`src/rtl/big_adder.sv`:
```
// Pipelined unsigned adder: out = in1 + zero-extended in2.
// One SLICE-bit adder per stage, linked by registered carries.
module big_adder #(
    parameter int W1    = 16,
    parameter int W2    = 8,
    parameter int SLICE = 8
) (
    input  logic          clock,
    input  logic          reset,
    input  logic [W1-1:0] in1,
    input  logic [W2-1:0] in2,
    output logic [W1:0]   out
);

    localparam int NSTAGE = W1 / SLICE;

    logic [W1-1:0] w_bx;

    assign w_bx = W1'(in2);

    for (genvar j = 0; j < NSTAGE; j++) begin : g_slc
        logic [SLICE-1:0]       w_a;
        logic [SLICE-1:0]       w_b;
        logic                   w_ci;
        logic [SLICE:0]         w_add;
        logic                   r_cy;
        logic [(j+1)*SLICE-1:0] r_sum;

        assign w_add = {1'b0, w_a} + {1'b0, w_b} + {{SLICE{1'b0}}, w_ci};

        always_ff @(posedge clock) begin
            if (reset) begin
                r_cy <= 1'b0;
            end else begin
                r_cy <= w_add[SLICE];
            end
        end

        if (j == 0) begin : g_first
            assign w_a  = in1[SLICE-1:0];
            assign w_b  = w_bx[SLICE-1:0];
            assign w_ci = 1'b0;

            always_ff @(posedge clock) begin
                if (reset) begin
                    r_sum <= '0;
                end else begin
                    r_sum <= w_add[SLICE-1:0];
                end
            end
        end else begin : g_rest
            // Slice j waits j edges so it meets the carry from slice j-1
            logic [SLICE-1:0] r_ad [j];
            logic [SLICE-1:0] r_bd [j];

            always_ff @(posedge clock) begin
                if (reset) begin
                    for (int i = 0; i < j; i++) begin
                        r_ad[i] <= '0;
                        r_bd[i] <= '0;
                    end
                    r_sum <= '0;
                end else begin
                    r_ad[0] <= in1[j*SLICE +: SLICE];
                    r_bd[0] <= w_bx[j*SLICE +: SLICE];
                    for (int i = 1; i < j; i++) begin
                        r_ad[i] <= r_ad[i-1];
                        r_bd[i] <= r_bd[i-1];
                    end
                    r_sum <= {w_add[SLICE-1:0], g_slc[j-1].r_sum};
                end
            end

            assign w_a  = r_ad[j-1];
            assign w_b  = r_bd[j-1];
            assign w_ci = g_slc[j-1].r_cy;
        end
    end

    assign out = {g_slc[NSTAGE-1].r_cy, g_slc[NSTAGE-1].r_sum};

endmodule

```
`config.mk`:
```
export PLATFORM = sky130hd
export DESIGN_NAME = big_adder
export DESIGN_NICKNAME = d
export VERILOG_FILES = /design/src/rtl/big_adder.sv
export SDC_FILE = /design/constraint.sdc
export NUM_CORES = 1
export LEC_CHECK = 0
export CAP_MARGIN = 20
export CORE_UTILIZATION = 40
export DETAILED_ROUTE_END_ITERATION = 8
export PLACE_DENSITY = 0.7
export SYNTH_ARGS = -nofsm -noshare
export SYNTH_HDL_FRONTEND = slang
export SYNTH_SLANG_ARGS = --single-unit
```
`constraint.sdc`:
```
create_clock -name clock -period 2.37 [get_ports clock]
set_input_delay 0.474 -clock clock [delete_from_list [all_inputs] [get_ports clock]]
set_output_delay 0.474 -clock clock [all_outputs]
set_load 0.02 [all_outputs]
```
==> results.cfg <==
[run_status]
status = completed

[pwr]
p_seq_share_pct = 53.6
p_leak_nw = 0.773
p_int_mw = 0.884
p_clk_share_pct = 27.1
power_density_nw_per_um2 = 612
switchingPower_mw = 0.281
ir_drop_v = 0.000247
swShare_pct = 24.1
p_comb_share_pct = 19.3

[logic_synthesis]
synth.most_common_cell = dfxtp_1
netlist_top_cells_area = dfxtp_1, nor2b_1, ha_1
yosysWarnings = 0
ys_seq_elements = 34
ys_top_cells_by_count = dfxtp_1, nor2b_1, nor2_1
ys_types = 33
yosysTopAreaCell = dfxtp_1
syn-instance-count = 131
yosysSeqAreaShare_pct = 50.0
synth-edff-count = 0
synthesis.nets = 168
syn_area_per_cell_sq_um = 10.4
synth_top_area_share_pct = 50.0
synth_area_sq_um = 1360
ys.flop_type = dfxtp_1
synthArstFlopShare_pct = 0

[die]
pin_count = 43
initial_core_util_pct = 43.5
die_h_um = 60.3
num_rows = 20
die-area_sq_um = 3640
die_w_um = 60.3
core_area_sq_um = 3130

[clock_network]
cts_root_buffer = clkbuf_4
cts_tree = built
cts_htree_levels = 2
postCtsResizedCells = 0
cts_buffer_depth = 2
cts_sinks = 34
path_clk_slew_ns = 0.09
hold_buffers = 0
post_cts_buffers = 0
worstSkewPairLatency_ns = 0.32
numCtsBuffers = 5

[route]
dr.pass1.iters = 4
wl_um = 2120
viasPerCell = 4.58
route.met3.wl_um = 83
drt_iter0_markers = 10
vias = 1025
route.detailed.drc = 0
wl_met1_um = 998
route.top_layer_used = met3
wl_met2_um = 1040
ant_nets = 0
routedWlPerCell_um = 9.48

[hold_path]
worstHoldEndpoint = g_slc[1].r_sum[1]
hold_start = g_slc[0].r_sum[1]
hold_class = reg -> reg
holdPathStages = 1

[timing]
period_minus_slack_ns = 2.04
hold_viol_final = 0
finalCritPeriodShare_pct = 85.9
max_slew.worst_pin.slew_ns = 0.336
finalSetupViolations = 0
rsz0062_at_grt = false
fin_skew_ns = 0.00529
slew_violations = 0
max_freq_mhz = 491
relSlewSlack_pct = 77.5
setup_ws_ns = 0.334

[placed_design]
dp_hpwl_um = 1690
placement.io_buffers = 42
place_congestion = 0.822
dp_worst_setup_slack_ns = -0.0139

[worst_setup_path]
required_ns = 2.59
arrival_ns = 2.25
start_kind = input port
rr_endpoint = g_slc[1].r_sum[14]
critPathMaxFanout = 3
ff2ff_setup_slack_ns = 0.99
setup.worst_path.end_class = flip-flop
r2r_start = g_slc[1].g_rest.r_ad[0][0]
critPathKind = in -> reg
reg2reg_depth = 6

[finish]
nFillCells = 270
area.growth.synth_to_final_pct = 39.9
drive_gt1_share_pct = 9.44
utilization_pct = 60.8
diodes = 0
nets = 216

[global_routing]
grt_antenna_before_repair = 0
grt_util_all_layers_pct = 14.0
grt_overflow = 0
grt_max_degree = 18
grt_pass1_vias = 890
grt_pass1_wl_um = 3660

[flow_run]
maxCapViolations = 0
## layer usage
metal  up-vias  track usage [%]
met5         -                0
met4         0             6.98
met3         0             5.84
met2        25             21.7
met1       459             16.5
li1        541                -
## power by group through the flow
stage | registers (mW) | logic [mW] | clock network, mW
after global placement | 0.637 | 0.222 | 0
after detailed placement | 0.639 | 0.226 | 0
after global routing | 0.629 | 0.247 | 0.355
final | 0.625 | 0.225 | 0.316
after CTS | 0.625 | 0.226 | 0.329
after floorplan | 0.657 | 0.108 | 0
## worst max-delay path: stages
cell and delay [ns]:
clkdlybuf4s50_1 0.41, ha_1 0.23, fa_1 0.41, a211oi_2 0.29
o21a_1 0.16, nor2_1 0.05, o31a_1 0.24
## through the flow
| step | instance area (sq um) | power [mW] | hold slack [ns] | TNS (ns) | std cells |
|---|---|---|---|---|---|
| after floorplan | 1360 | 0.765 | 0.414 | 0 | 131 |
| after global placement | 1840 | 0.859 | 0.418 | 0 | 216 |
| after detailed placement | 1840 | 0.864 | 0.424 | -0.0139 | 216 |
| after CTS | 1900 | 1.18 | 0.446 | 0 | 224 |
| after global routing | 1900 | 1.23 | 0.462 | 0 | 224 |
| final | 1900 | 1.17 | 0.442 | 0 | 224 |
## sequential cells by signal, summed over array words and instances (netlist names)
register	flops
g_slc.r_cy	2
g_slc.g_rest.r_ad	8
g_slc.r_sum	24
## worst max-delay path by stage
stage | slack (ns) | end | from
finish | 0.33 | g_slc[0].r_cy | in1[0]
floorplan | 0.44 | g_slc[0].r_cy | in1[0]
detailed placement | -0.01 | g_slc[0].r_cy | in1[0]
global placement | 0.03 | g_slc[0].r_cy | in1[0]
CTS | 0.35 | g_slc[0].r_cy | in1[0]
global route | 0.24 | g_slc[0].r_sum[6] | in1[0]
## area by class of cell
| type | count | area [sq um] | share of cell area (%) |
|---|---|---|---|
| clock inverters | 1 | 5.00 | 0.263 |
| clock buffers | 7 | 55.1 | 2.89 |
| flip-flops and latches | 34 | 681 | 35.8 |
| multi-input cells | 91 | 653 | 34.3 |
| repair buffers | 46 | 450 | 23.7 |
| well taps | 44 | 55.1 | 2.89 |
| inverters | 1 | 3.75 | 0.197 |
## cells by family after synthesis
| group | after synthesis | synth area share [%] |
|---|---|---|
| simple gates | 52 | 20.1 |
| flops | 34 | 50.0 |
| compound gates | 20 | 11.6 |
| fa+ha+maj | 11 | 10.7 |
| xor+xnor | 7 | 4.51 |
| buf+inv | 6 | 1.93 |
| mux | 1 | 1.10 |
## layout by cell type (no fill, tap or decap), types with 2 or more instances in the layout
cell type,count
clkdlybuf4s50_1,42
buf_4,4
xnor2_1,3
o21ai_0,5
a211oi_1,3
nor3_1,2
nand3_1,2
clkbuf_4,5
dfxtp_1,34
nor2_1,18
a211oi_2,2
ha_1,10
xor2_1,4
nand2_1,2
nor2b_1,21
and3_1,2
Power figures use the tool's default switching activity.
